[src/rtl/alu_seq_ctrl.sv]
// Multi-cycle sequencer driving a 4-bit ALU from a 4-entry register file, with repeat-accumulate.
// done fires rpt+1 cycles after the accept edge; cmd_ready is low from accept until back in IDLE.
module alu_seq_ctrl #(
  parameter int DATA_W = 4,
  parameter int RPT_W  = 4
) (
  input  logic              clk,
  input  logic              rst,
  input  logic              cmd_valid,
  output logic              cmd_ready,
  input  logic [15:0]       cmd,
  input  logic              wr_en,
  input  logic [1:0]        wr_addr,
  input  logic [DATA_W-1:0] wr_data,
  input  logic [1:0]        rd_addr,
  output logic [DATA_W-1:0] rd_data,
  output logic [DATA_W-1:0] alu_a,
  output logic [DATA_W-1:0] alu_b,
  output logic [2:0]        alu_opcode,
  input  logic [DATA_W-1:0] alu_f,
  input  logic              alu_carry,
  input  logic              alu_zero,
  output logic              busy,
  output logic              done,
  output logic [DATA_W-1:0] res_data,
  output logic              res_carry,
  output logic              res_zero
);

  typedef struct packed {
    logic [2:0]       op;
    logic [1:0]       rd;
    logic [1:0]       rs1;
    logic [1:0]       rs2;
    logic [RPT_W-1:0] rpt;
    logic [6-RPT_W:0] rsvd;
  } cmd_t;

  typedef enum logic [1:0] {IDLE, EXEC, DONE_S} state_t;

  state_t            state;
  cmd_t              c;
  logic [DATA_W-1:0] regs [4];
  logic [RPT_W-1:0]  cnt;
  logic [1:0]        rd_q;
  logic              carry_acc;
  logic              unused_rsvd;

  assign c           = cmd;
  assign unused_rsvd = ^c.rsvd;
  assign cmd_ready   = (state == IDLE);
  assign busy        = (state != IDLE);
  assign rd_data     = regs[rd_addr];

  always_ff @(posedge clk or posedge rst) begin
    if (rst) begin
      state      <= IDLE;
      for (int i = 0; i < 4; i++) regs[i] <= '0;
      alu_a      <= '0;
      alu_b      <= '0;
      alu_opcode <= '0;
      cnt        <= '0;
      rd_q       <= '0;
      carry_acc  <= 1'b0;
      done       <= 1'b0;
      res_data   <= '0;
      res_carry  <= 1'b0;
      res_zero   <= 1'b0;
    end else begin
      done <= 1'b0;
      case (state)
        IDLE: begin
          // Operands read here see the pre-write value when wr_en coincides with accept.
          if (wr_en) regs[wr_addr] <= wr_data;
          if (cmd_valid) begin
            alu_a      <= regs[c.rs1];
            alu_b      <= regs[c.rs2];
            alu_opcode <= c.op;
            cnt        <= c.rpt;
            rd_q       <= c.rd;
            carry_acc  <= 1'b0;
            state      <= EXEC;
          end
        end
        EXEC: begin
          regs[rd_q] <= alu_f;
          carry_acc  <= carry_acc | alu_carry;
          if (cnt != '0) begin
            cnt   <= cnt - RPT_W'(1);
            alu_a <= alu_f;
          end else begin
            res_data  <= alu_f;
            res_carry <= carry_acc | alu_carry;
            res_zero  <= alu_zero;
            done      <= 1'b1;
            state     <= DONE_S;
          end
        end
        DONE_S: state <= IDLE;
        default: state <= IDLE;
      endcase
    end
  end

endmodule

[config.mk]
export PLATFORM = sky130hd
export DESIGN_NAME = alu_seq_ctrl
export DESIGN_NICKNAME = d
export VERILOG_FILES = /design/src/rtl/alu_seq_ctrl.sv
export SDC_FILE = /design/constraint.sdc
export NUM_CORES = 1
export LEC_CHECK = 0
export CAP_MARGIN = 20
export CORE_MARGIN = 2
export CORE_UTILIZATION = 47
export CTS_BUF_LIST = sky130_fd_sc_hd__clkbuf_4 sky130_fd_sc_hd__clkbuf_8
export CTS_CLUSTER_DIAMETER = 120
export DETAILED_ROUTE_END_ITERATION = 8
export PLACE_DENSITY = 0.79
export SLEW_MARGIN = 20
export SYNTH_ARGS = -nofsm -noshare
export SYNTH_HDL_FRONTEND = slang
export SYNTH_SLANG_ARGS = --single-unit
[constraint.sdc]
create_clock -name clk -period 1.8 [get_ports clk]
set_input_delay 0.45 -clock clk [delete_from_list [all_inputs] [get_ports clk]]
set_output_delay 0.45 -clock clk [all_outputs]
set_load 0.01 [all_outputs]
* After elaboration in Yosys (flattened, before gate mapping)
Cells that the tools add are included.
Operators by class: $add $sub $neg 1, multipliers 0, div/mod/pow operators 0, $lt $le $gt $ge 7, eq/ne operators 5, shifts and indexed selects 0, mux-type cells 30, bitwise operators 7, reductions and logical operators 12
Operator list (number):
- $mux W4 | 12
- $bwmux W16 | 2
- $pmux W16 S2 | 1
- $bmux W4 S2 | 3
- $demux W4 S2 | 2
- $mux W16 | 1
- $pmux W4 S2 | 2
- $ge A3 B3 Y1 const B | 5
- $not A2 Y3 | 5
- $reduce_and A2 Y1 | 5
- $lt A3 B1 Y1 const B | 2
- $ne A2 B2 Y1 const B | 3
- $mux W2 | 2
- $pmux W2 S2 | 1
- $reduce_bool A2 Y1 | 2
- $reduce_bool A4 Y1 | 1
- $sub A4 B1 Y4 const B | 1
- $mux W1 | 3
- $reduce_and A3 Y1 | 1
- $eq A2 B1 Y1 const B | 1
- $logic_and A1 B1 Y1 | 2
- $logic_not A2 Y1 | 1
- $ne A2 B1 Y1 const B | 1
- $pmux W1 S2 | 1
- 2 further kinds | 2
Word-level totals: register bits 43, bits in latches 0, bits in writable memories 0, bits in read-only memories 0, input bits 34, output and inout bits 24, logic and storage cells 77, memories 0

* Depth between registers and ports, before layout
Gate-level depths: netlist of the first run.
word-level depth 8, gate-level depth with buffers 7, gate-level depth less buffers 6

* Worst setup path before layout of the first run
OpenSTA, ideal clock, no wires.
path type reg2reg, from register, netlist name cnt[0], to register alu_opcode[0], library setup time 0.125 ns, arrival time 1.529 ns, data required time 1.675 ns, setup slack 0.146 ns, cell stages (with the launch flop) 6, buffers on the path 0, period minus slack after synthesis 1.654 ns, path through dfrtp_1 inv_1 ha_1 and4bb_4 nor3_4 mux2_2
RTL lines:
- to (signal assigned) | line 78 | alu_opcode <= c.op;
- to (decl) | line 19 | output logic [2:0] alu_opcode,

* Worst setup path in the final report of the first run
from register regs[13] (netlist name), to output port rd_data[1]
On the way: longest elaborated chain between the ends 3
Ends and longest elaborated chain:
- from (decl) | line 43 | logic [DATA_W-1:0] regs [4];
- from (signal, indexed assignment) | line 74 | if (wr_en) regs[wr_addr] <= wr_data;
- from (signal, indexed assignment) | line 86 | regs[rd_q] <= alu_f;
- $bmux W4 S2 | line 53 | assign rd_data = regs[rd_addr];
- $mux W4 (not written as such) (2 in series) | line 53
- to (decl) | line 16 | output logic [DATA_W-1:0] rd_data,
No other way between the ends. The select of a mux whose other input is x is not followed.

==> reports/results.ini, run 1 <==
[clocking]
clk_pin_slew_ns = 0.09
cts_tree = built
cts_hold_buffers = 0
cts_buffers = 5
cts.sinks = 43
htree_levels = 2
cts_max_path_buffers = 2
clockRootBuffer = clkbuf_8
insertion_delay_ns = 0.30

[detailed_routing]
postRouteAntennaNets = 0
drt_iter0_drc = 107
wl_um = 6220
vias_per_cell = 5.80
drc = 0
num_vias = 2072
drtPass1Iterations = 4
avgRoutedWirePerCell_um = 17.4

[floorplanning]
core-area_um2 = 5070
initial_core_util_pct = 48.2
dieArea_um2 = 5800
die_x_um = 76.2
ioPinCount = 58
placementRows = 26
die_h_um = 76.2

[logic_synthesis]
synth_common_cells = dfrtp_1 (43), mux2_2 (14)
synth.avg_cell_area_um2 = 12.0
synth-seq-cells = 43
yosysTopAreaCell = dfrtp_1
synthDominantCellAreaShare_pct = 44.0
synth_flop_cell = dfrtp_1
synth_area_leaders = dfrtp_1 (44%), mux4_2 (11%), mux2_2 (6.4%), a2bb2oi_1 (4.3%), nand4b_1 (3.2%)
synth_fp_nets = 240
synth_edf_count = 0
async_flop_share_pct = 100
yosysMostFrequentCell = dfrtp_1
syn-cell-area_um2 = 2450
synth_cell_types = 42
seq_area_frac_synth_pct = 44.0
ys_warn_count = 0
postSynthCellCount = 204

[cells_and_area]
antenna_cells = 0
final_area_um2 = 3370
nets = 322
syn_to_final_growth_pct = 37.8
layout-drive-gt1-share_pct = 29.3

[power_and_ir_drop]
peakVddDrop_v = 0.000934
power_density_nw_per_um2 = 1750
fin_total_pwr_mw = 5.89
leakagePower_nw = 1.38

[sta]
fin_setup_tns_ns = 0
maxSlewHeadroom_pct = 68.1
post-route-period-util_pct = 98.4
drv_slew = 0
hold_viol_final = 0
layout_min_cycle_time_ns = 1.77
fin_ws_ns = 0.0284
fmax_mhz = 564
holdWs_ns = 0.509
skew_ns = 0.0108
rsz0062_at_grt = yes
worst_slew_pin_slew_ns = 0.478
setup-violations-final = 0

[critical_path]
path_class = reg2out
ff2ff_setup_slack_ns = 0.12
required_ns = 1.35
crit_slowest_cell = mux4_2
critPathCaptureType = output port
slowest_delay_ns = 0.47
worstReg2RegEnd = rd_q[1]
crit_chain = mux4_2, buf_6
r2r_cells = 6
cp-start-kind = flip-flop
worst_r2r_startpoint = cnt[0]
arrival_ns = 1.32
worstPathMaxFanout = 2

[place]
place_area_um2 = 3290
preCtsSetupSlack_ns = -0.752
dpl.hpwl_um = 4710
routabilityCongestion = 0.906
portBuffers = 54

[outcome]
outcome = complete, no violations

[global_route]
use_met1_pct = 30.4
grtUsageTotal_pct = 22.7
grt_pass1_vias = 2086
gr-max-usage-layer = met2
grt_max_degree = 44
use_met3_pct = 6.16
use_met2_pct = 36.3
grt_pass1_wl_um = 10400
antenna_found_initial = 0
grt_overflow = 0

[worst_hold_path]
min_path_cells = 1
worstHoldStart = alu_opcode[1]
min_to = alu_opcode[1]
hold_path.class = reg2reg

[flow_run]
maxCapViolations = 0

worst max-delay path by stage:
| stage | startpoint | end | slack, ns | cells past startpoint |
|---|---|---|---|---|
| global placement | rd_addr[0] | rd_data[0] | -0.72 | 3 |
| finish | regs[13] | rd_data[1] | 0.03 | 2 |
| global route | regs[6] | rd_data[2] | -0.01 | 2 |
| detailed placement | rd_addr[0] | rd_data[2] | -0.75 | 3 |
| floorplan | cnt[0] | alu_opcode[0] | 0.15 | 5 |
| CTS | regs[6] | rd_data[2] | 0.03 | 2 |
sequential cells by signal, summed over array words and instances (netlist names):
| register | flops |
|---|---|
| regs | 16 |
| alu_a | 4 |
| alu_b | 4 |
| cnt | 4 |
| res_data | 4 |
| alu_opcode | 3 |
| rd_q | 2 |
| state | 2 |
| carry_acc | 1 |
| done | 1 |
| res_carry | 1 |
| res_zero | 1 |
logic make-up (layout without fill, tap and decap cells):
family | after synthesis | in the layout | synth area share [%]
flops | 43 | 43 | 44.0
mux | 27 | 27 | 17.9
compound gates | 58 | 58 | 17.3
buf+inv | 24 | 107 | 4.14
simple gates | 50 | 50 | 15.6
fa+ha+maj | 2 | 2 | 1.02
area by class of cell:
cell class / count / area [µm²]
timing repair buffer: 87 / 810
tap: 70 / 87.6
multi-input combinational: 137 / 1270
clock inverter: 3 / 15.0
inverter: 12 / 45.0
fill: 406 / 1700
sequential: 43 / 1080
clock buffer: 5 / 68.8
through the flow:
| stage | util, % | cells |
|---|---|---|
| 2_1_floorplan | - | 204 |
| 3_3_place_gp | 64.8 | 347 |
| 3_5_place_dp | 64.8 | 347 |
| 4_1_cts | 66.1 | 356 |
| 5_1_grt | 66.4 | 357 |
| 6_report | 66.4 | 357 |
critical path, delay by kind of cell, from the launching register on:
kind | cells | cell delay (ns)
buf+inv | 1 | 0.14
mux | 1 | 0.47
flops | 1 | 0.41
layout by cell type (no fill, tap or decap), types with 2 or more instances in the layout:
master           Yosys  routed
nand4b_1             9       9
buf_6                0       2
nor2_1               3       3
o22a_1               4       4
buf_2                6       3
dlygate4sd2_1        0       3
o22ai_1             12      12
nand4_1              4       4
clkbuf_8             0       5
o21ai_2              3       3
or2_2                2       2
buf_4                1      30
nand4bb_1            3       3
buf_12               0       3
dfrtp_1             43      43
a31oi_1              5       5
nor3b_1              2       2
o21ai_0              2       2
inv_1               12      12
clkinv_2             0       3
o2bb2ai_1            2       2
clkdlybuf4s50_1      0      46
nand2b_1             5       5
a22oi_1              6       6
nand2_1             10      10
ha_1                 2       2
a21oi_1              6       6
mux4_2              12      12
mux2_2              14      14
a2bb2oi_1           12      12
nor4b_1              4       4
power by group:
part | internal, mW | switching, mW
registers | 1.47 | 0.314
logic | 2.01 | 1.50
clock network | 0.266 | 0.332
per-layer routing:
metal | wire [µm] | up-vias | part of all wire, %
met1 | 2770 | 1017 | 44
met5 | 0 | - | 0
li1 | - | 978 | -
met2 | 3000 | 65 | 48
met4 | 127 | 0 | 2.0
met3 | 320 | 12 | 5.1
what timing repair did:
action / in CTS / in global routing
pin swaps: 0 / 1
setup buffers: 1 / 1
resized for setup: 23 / 2
setup endpoints to repair: 6 / 9
No activity file was read; power rests on OpenSTA's default activity.
==> run 2, diff against run 1 <==
Settings changed: CTS_CLUSTER_DIAMETER 120 to unset, SLEW_MARGIN 20 to unset.
==> results of run 2 <==
No change in the layout: final DEF, timing and power equal those of run 1.
==> run 3, diff against run 2 <==
==> constraint.sdc (replaced) <==
create_clock -name clk -period 1.8 [get_ports clk]
set_input_delay 0.27 -clock clk [delete_from_list [all_inputs] [get_ports clk]]
set_output_delay 0.27 -clock clk [all_outputs]
set_load 0.01 [all_outputs]
==> run 3 against run 2 <==
Maximum frequency up 0.34%. Global-route usage up 0.53 points. Register-to-register slack worse by 0.03 ns. Non-clock buffer count down 4. Flip-flop and latch count unchanged. Via count down 0.34%. Total power up 0.69%. Clock skew down 0.0064 ns. Critical path type unchanged. Critical endpoint unchanged.
==> reports/results.ini, run 3 (same netlist as run 1, synthesis figures left out) <==
[outcome]
outcome = complete, no violations  ; unchanged

[critical_path]
arrival_ns = 1.50  ; was 1.32 ns
critPathCaptureType = output port  ; unchanged
r2r_cells = 6  ; unchanged
path_class = reg2out  ; unchanged
worst_r2r_startpoint = cnt[1]  ; was cnt[0]
worstPathMaxFanout = 3  ; was 2
worstReg2RegEnd = alu_b[3]  ; was rd_q[1]
ff2ff_setup_slack_ns = 0.09  ; was 0.12 ns
cp-start-kind = flip-flop  ; unchanged
required_ns = 1.53  ; was 1.35 ns

[cells_and_area]
nets = 318  ; was 322
layout-drive-gt1-share_pct = 27.0  ; was 29.3%
final_cell_count_no_fill = 352  ; was 357
syn_to_final_growth_pct = 36.9  ; was 37.8%
fin_util_pct = 66.0  ; was 66.4%
antenna_cells = 0  ; unchanged
final_common_cell = clkdlybuf4s50_1  ; unchanged
final_area_um2 = 3350  ; was 3370 µm²
nFillCells = 432  ; was 406
layout_common_cells = clkdlybuf4s50_1 (48), dfrtp_1 (41), buf_4 (28), mux2_2 (14)  ; was clkdlybuf4s50_1 (46), dfrtp_1 (43), buf_4 (30), mux2_2 (14)
largest_register_ffs = 16  ; unchanged
top_register = regs  ; unchanged

[sta]
holdWs_ns = 0.435  ; was 0.509 ns
post-route-period-util_pct = 98.1  ; was 98.4%
layout_min_cycle_time_ns = 1.77  ; about the same
maxSlewHeadroom_pct = 63.3  ; was 68.1%
hold_viol_final = 0  ; unchanged
setup-violations-final = 0  ; unchanged
fmax_mhz = 566  ; was 564 MHz
drv_slew = 0  ; unchanged
fin_ws_ns = 0.0343  ; was 0.0284 ns
worst_slew_pin_slew_ns = 0.550  ; was 0.478 ns
skew_ns = 0.00446  ; was 0.0108 ns

[detailed_routing]
drt_iter0_drc = 149  ; was 107
avgRoutedWirePerCell_um = 18.1  ; was 17.4 µm
postRouteAntennaNets = 0  ; unchanged
num_vias = 2065  ; was 2072
wl_um = 6370  ; was 6220 µm
drtPass1Iterations = 4  ; unchanged
vias_per_cell = 5.87  ; was 5.80
drc = 0  ; unchanged

[clocking]
cts_buffers = 5  ; unchanged
cts.sinks = 43  ; unchanged
clockRootBuffer = clkbuf_8  ; unchanged
insertion_delay_ns = 0.30  ; about the same
htree_levels = 2  ; unchanged
clk_pin_slew_ns = 0.08  ; was 0.09 ns
cts_hold_buffers = 0  ; unchanged
cts_tree = built  ; unchanged
cts_max_path_buffers = 2  ; unchanged

[power_and_ir_drop]
power_density_nw_per_um2 = 1770  ; was 1750 nW/µm²
leakagePower_nw = 1.36  ; was 1.38 nW
peakVddDrop_v = 0.000926  ; was 0.000934 V

[floorplanning]
die_h_um = 76.2  ; unchanged
ioPinCount = 58  ; unchanged
placementRows = 26  ; unchanged
die_x_um = 76.2  ; unchanged
dieArea_um2 = 5800  ; unchanged
initial_core_util_pct = 48.2  ; unchanged
core-area_um2 = 5070  ; unchanged

[place]
portBuffers = 54  ; unchanged
routabilityCongestion = 0.841  ; was 0.906
preCtsSetupSlack_ns = -0.401  ; was -0.752 ns
dpl.hpwl_um = 4680  ; was 4710 µm
place_area_um2 = 3200  ; was 3290 µm²
dp_cells = 339  ; was 347

[global_route]
grtUsageTotal_pct = 23.3  ; was 22.7%
grt_max_degree = 44  ; unchanged
grt_pass1_vias = 2033  ; was 2086
grt_overflow = 0  ; unchanged
grt_pass1_wl_um = 10500  ; was 10400 µm
antenna_found_initial = 0  ; unchanged

[flow_run]
maxCapViolations = 0  ; unchanged

[worst_hold_path]
hold_path.class = in2async  ; was reg2reg

run 3: changes by cell type in the layout (fill, tap and decap cells not counted), sizes merged:
cell,before,now
dlygate4sd2,3,6
bufinv,0,1
clkdlybuf4s50,46,48
clkinv,3,0
buf,38,29
clkbuf,5,6
run 3: report_power, final:
part | leakage, nW | internal (mW) | switching (mW)
clock | 0.0547 | 0.422 | 0.329
combinational | 0.816 | 1.91 | 1.44
sequential | 0.492 | 1.47 | 0.360
run 3: worst max path at each step:
stage | from | endpoint | slack [ns] | cells after the start
2_1_floorplan | cnt[0] | alu_opcode[0] | 0.15 | 5
5_1_grt | regs[1] | rd_data[1] | -0.007 | 2
3_3_place_gp | rd_addr[0] | rd_data[3] | -0.36 | 3
3_5_place_dp | rd_addr[0] | rd_data[1] | -0.40 | 3
4_1_cts | regs[1] | rd_data[1] | 0.002 | 2
6_report | regs[1] | rd_data[1] | 0.03 | 2
run 3: layout make-up:
cell class,count,area (µm²),area share (%)
clock buffer,6,76.3,2.28
clock inverter,1,30.0,0.896
inverter,12,45.0,1.34
multi-input combinational,137,1270,37.9
sequential,43,1080,32.2
tap,70,87.6,2.61
timing repair buffer,83,763,22.8
run 3: worst max-delay path, stage by stage (launching register included):
cell and delay (ns):
dfrtp_1 0.42, mux4_2 0.47, dlygate4sd2_1 0.30
run 3: routing by layer:
layer  part of all wire (%)  global-route usage [%]  up-vias
met5                      0                       0        -
met1                     43                    31.7     1019
met4                    1.9                    8.55        0
met2                     48                    36.9       75
li1                       -                       -      963
met3                    6.6                    5.33        8
run 3: metrics by stage:
stage / setup TNS [ns] / total power, mW
6_report: 0 / 5.93
5_1_grt: -0.00667 / 6.33
4_1_cts: 0 / 5.89
3_5_place_dp: -1.59 / 5.13
3_3_place_gp: -1.46 / 5.04
2_1_floorplan: 0 / 3.72
run 3: what timing repair did:
action / 4_1_cts / 5_1_grt
buffers inserted: 3 / 3
setup endpoints to repair: 6 / 7
resized for setup: 8 / 0
==> variant 1: new RTL, settings of run 3 <==
Change the parameter `RPT_W` from 4 to 5.
--- a/src/rtl/alu_seq_ctrl.sv
+++ b/src/rtl/alu_seq_ctrl.sv
@@ -2,7 +2,7 @@
 // done fires rpt+1 cycles after the accept edge; cmd_ready is low from accept until back in IDLE.
 module alu_seq_ctrl #(
   parameter int DATA_W = 4,
-  parameter int RPT_W  = 4
+  parameter int RPT_W  = 5
 ) (
   input  logic              clk,
   input  logic              rst,
Behaviour: not the same (Yosys sat finds a counterexample within 4 cycles, from zero or initial values and one cycle with rst high).
==> variant 1 against run 3 <==
  * The run now ends with setup timing left
  * Area after synthesis is 0.36% lower
  * Wire length up 5.1%
  * Setup slack got worse by 160 ps
  * Cell count is 6.0% higher
  * Global-route usage down 0.23 points
  * Sequential cell count grew 1
  * Final area is 2.7% higher
  * Total power decreased by 7.4%
==> variant 1: results (changes against run 3) <==
INFO  metric run_status = finished, violations left
INFO  metric violations_in_the_final_reports = setup timing
INFO  metric drt_iter0_markers = 163 (+9.4%)
INFO  metric largest_net_degree_at_the_start_of_global_routing = 45 (+2.3%)
INFO  metric vias_per_cell = 5.95 (+1.5%)
INFO  metric async_reset_ff_frac = 1.00 (unchanged)
INFO  metric worst_case_clock_skew = 10.6 ps (+6.18 ps)
INFO  metric cp.arrival = 2120 ps (+620 ps)
INFO  metric final_setup_vio_count = 11 (+11)
INFO  metric worst_path_largest_cell_delay = 440 ps (-30 ps)
INFO  metric critPathMaxFanout = 5 (+2)
INFO  metric drt_wl_total = 6.70 mm (+5.1%)
INFO  metric share_of_cells_above_drive_strength_1 = 0.261 (-0.00878)
INFO  metric synth.net_count = 254 (+5.8%)
INFO  metric postLayoutSetupSlackWorst = -129 ps (-163 ps)
INFO  metric grt_pass1_vias = 2103 (+3.4%)
INFO  metric wire_length_of_the_first_global_routing_pass = 10.6 mm (+0.66%)
INFO  metric hpwl = 4.89 mm (+4.4%)
INFO  metric synth_common_cells = sky130_fd_sc_hd__dfrtp_1, sky130_fd_sc_hd__nand2_1, sky130_fd_sc_hd__inv_1
INFO  metric met2RoutedLength = 3.25 mm (+5.2%)
INFO  metric globalplace.congestion = 0.915 (+8.9%)
INFO  metric port_buffers = 55 (+1.9%)
INFO  metric antenna_found_initial = 0 (unchanged)
INFO  metric antenna_violating_nets_post_route = 0 (unchanged)
INFO  metric tritoncts.num_buffers = 5 (unchanged)
INFO  metric cpLargestDelayFamily = simple AND/OR/NAND/NOR gates
INFO  metric route.layer.met1.wl = 2.80 mm (+1.7%)
INFO  metric fillCellCount = 378 (-13%)
INFO  metric met3_length = 516 µm (+23%)
INFO  metric synth.yosys.seq_area_share = 0.452 (+0.0118)
INFO  metric max_slew_margin = 0.654 (+0.0208)
INFO  metric synth.area.top_cells = sky130_fd_sc_hd__dfrtp_1, sky130_fd_sc_hd__mux4_2, sky130_fd_sc_hd__a2bb2oi_1, sky130_fd_sc_hd__nand2_1, sky130_fd_sc_hd__nand4b_1
INFO  metric synth_top_area_share = 0.452 (+0.0118)
INFO  metric power.static_leakage = 1.46 nW (+7.2%)
INFO  metric setup-tns-final = -558 ps (-558 ps)
INFO  metric largest_registers = regs (16), cnt (5)
==> variant 1: changes by cell type after synthesis, sizes merged, moves of 3 or more <==
| cell | before | now |
|---|---|---|
| buf | 8 | 4 |
| a31oi | 5 | 0 |
| and2 | 0 | 5 |
| a221o | 0 | 4 |
| nand2 | 10 | 27 |
| mux2 | 14 | 5 |
| clkbuf | 4 | 9 |
| nor2 | 3 | 6 |
==> variant 1: area by class of cell <==
cell class                 count  share of cell area
clock inverter                 2             0.00364
inverter                      14              0.0160
tap                           70              0.0255
multi-input combinational    148               0.375
clock buffer                   5              0.0200
timing repair buffer          90               0.239
sequential                    44               0.320
==> variant 1: cells by family (layout without fill, tap and decap cells) <==
kind of cell,count (synthesis),after routing,synth area share
buffers and inverters,27,111,0.0457
and+or+nand+nor,77,77,0.195
DFF,44,44,0.452
AOI/OAI and AO/OA,50,50,0.156
adders and majority gates,1,1,0.00513
muxes,20,20,0.146
==> variant 1: layer usage <==
layer  vias up  global-route usage
li1       1007                   -
met1      1092               0.323
met3        12              0.0498
met5         -                   0
met4         0              0.0673
met2       109               0.366
==> variant 1: worst register-to-register path, delay by kind of cell (launching register included) <==
family                     cells  cell delay [ps]
adders and majority gates      1              130
buffers and inverters          2              170
DFF                            1              400
muxes                          1              300
and+or+nand+nor                2              820
==> variant 1: final timing paths <==
kind	start	to	slack [ps]	depth (start not counted)
setup reg to reg	cnt[0]	res_data[3]	-130	6
hold / removal	rst	regs[10]	340	3
min in group clk	alu_opcode[0]	alu_opcode[0]	480	2
max in group asynchronous	rst	state[0]	1240	3
hold reg to reg	alu_opcode[0]	alu_opcode[0]	480	2
setup / recovery	cnt[0]	res_data[3]	-130	6
==> variant 1: where the power goes <==
| part | switching, mW | internal [mW] |
|---|---|---|
| registers | 0.378 | 1.47 |
| logic | 1.27 | 1.78 |
| clock network | 0.330 | 0.263 |
==> variant 1: metrics by stage <==
stage	instance area (µm²)	worst slack, ps	instances
after detailed placement	3250	-435	357
after global placement	3250	-396	357
after floorplan	2470	-104	219
final	3440	-129	373
after global routing	3440	-175	373
after CTS	3380	-94.4	369
==> variant 1: what timing repair did <==
item                       in CTS  in global routing
setup buffers                   5                  4
setup endpoints to repair      17                 16
gates cloned                    0                  0
pin swaps                       6                  3
hold buffers                    0                  0
gates resized for setup        11                  5
==> variant 2: new RTL, flow settings as in run 3 <==
Made on the original files. Make the reset (`rst`) synchronous in one clocked block.
--- a/src/rtl/alu_seq_ctrl.sv
+++ b/src/rtl/alu_seq_ctrl.sv
@@ -52,7 +52,7 @@
   assign busy        = (state != IDLE);
   assign rd_data     = regs[rd_addr];
 
-  always_ff @(posedge clk or posedge rst) begin
+  always_ff @(posedge clk) begin
     if (rst) begin
       state      <= IDLE;
       for (int i = 0; i < 4; i++) regs[i] <= '0;
Formal check against the unedited RTL: differs if rst is asserted again (counterexample within 4 cycles, from zero or initial values and one cycle with rst high); with rst held inactive, the same outputs for 4 cycles.
==> variant 2 against run 3 <==
  * Setup slack better by 40 ps
  * Sequential cell count stayed put
  * Count of clock-buffer cells in the layout stayed put
  * Wire length is 18% lower
  * First-iteration DRC count is 29% lower
  * Area after synthesis is 14% lower
  * Final area is 12% lower
  * Die area is 13% lower
  * Largest cell class unchanged
Power is not compared: it rests on default switching activity, and its combinational part moved more than twofold at a synthesized area within 25%.
==> variant 2: results (changes against run 3) <==
INFO  metric synth_edf_count = 16 (+16)
INFO  metric number_of_distinct_library_cell_variants_in_the_gate_level_netlist_after_synthesis = 33 (-21%)
INFO  metric largest_net_degree_at_the_start_of_global_routing = 25 (-43%)
INFO  metric drt_iter0_markers = 106 (-29%)
INFO  metric share_of_cells_above_drive_strength_1 = 0.213 (-0.0567)
INFO  metric yosys-mux-area-fraction = 0.149 (-0.0295)
INFO  metric synth.yosys.seq_area_share = 0.484 (+0.0443)
INFO  metric synth_ff_type = sky130_fd_sc_hd__dfxtp_1
INFO  metric postPlaceCellArea = 2800 µm² (-13%)
INFO  metric synth.net_count = 247 (+2.9%)
INFO  metric wire_length_of_the_first_global_routing_pass = 8.39 mm (-20%)
INFO  metric async_reset_ff_frac = 0 (-1.00)
INFO  metric synth.area.top_cells = sky130_fd_sc_hd__dfxtp_1, sky130_fd_sc_hd__edfxtp_1, sky130_fd_sc_hd__mux4_2, sky130_fd_sc_hd__nor2_1, sky130_fd_sc_hd__a21oi_1
INFO  metric synth_adder_area_share = 0.00593 (-0.00429)
INFO  metric antenna-diode-count = 0 (unchanged)
INFO  metric globalplace.congestion = 0.828 (-1.5%)
INFO  metric run_status = finished, final reports clean
INFO  metric routed_wire_length_per_instance = 15.7 µm (-13%)
INFO  metric vias_per_cell = 5.50 (-6.3%)
INFO  metric worst_setup_path_end_kind = register
INFO  metric finalHoldWorstSlack = 453 ps (+18.2 ps)
INFO  metric dpl.cell_count = 325 (-4.1%)
INFO  metric hpwl = 3.85 mm (-18%)
INFO  metric synth_compound_gate_area_share = 0.104 (-0.0695)
INFO  metric timing.rr.start = cnt[0]
INFO  metric tightest_slew = 432 ps (-118 ps)
INFO  metric timing.hold.worst.class = reg2reg
INFO  metric grt_pass1_vias = 1799 (-12%)
INFO  metric cp.arrival = 1900 ps (+400 ps)
INFO  metric syn_avg_cell_area = 9.95 µm² (-17%)
INFO  metric drt_wl_total = 5.25 mm (-18%)
==> variant 2: critical path, stage by stage (launching register included) <==
cell and delay, ps:
sky130_fd_sc_hd__dfxtp_2 340, sky130_fd_sc_hd__inv_1 50, sky130_fd_sc_hd__ha_1 220, sky130_fd_sc_hd__nor4bb_1 150, sky130_fd_sc_hd__or3_4 410, sky130_fd_sc_hd__a2111oi_4 350
sky130_fd_sc_hd__nor3_1 90
==> variant 2: final cells by class <==
class                   instances  area [µm²]
repair buffers                 73         677
clock buffers                   6        76.3
flip-flops and latches         43        1020
multi-input cells             151        1070
clock inverters                 2        12.5
inverters                       7        26.3
well taps                      52        65.1
fillers                       383        1380
==> variant 2: timing repair <==
action	CTS	global route
setup buffers	0	1
hold endpoints to repair	0	0
resized for setup	19	10
setup endpoints to repair	10	25
pin swaps	0	1
==> variant 2: cells by family (layout without fill, tap and decap cells) <==
logic type | Yosys count | after routing
and+or+nand+nor | 95 | 95
DFF | 43 | 43
AOI/OAI and AO/OA | 34 | 34
muxes | 21 | 21
buffers and inverters | 18 | 88
adders and majority gates | 1 | 1
==> variant 2: metal layers <==
layer / part of all wire / global-route usage / routed length, µm / up-vias
met3: 0.070 / 0.0527 / 365 / 11
met2: 0.48 / 0.350 / 2530 / 73
met1: 0.43 / 0.277 / 2260 / 857
li1: - / - / - / 895
met4: 0.018 / 0.0881 / 92 / 0
met5: 0 / 0 / 0 / -
==> variant 2: where the power goes <==
| group | leakage [nW] | internal, mW | switching, mW |
|---|---|---|---|
| Combinational | 0.724 | 0.430 | 0.370 |
| Clock | 0.0446 | 0.286 | 0.323 |
| Sequential | 0.388 | 1.12 | 0.0815 |
| Total | 1.16 | 1.84 | 0.775 |
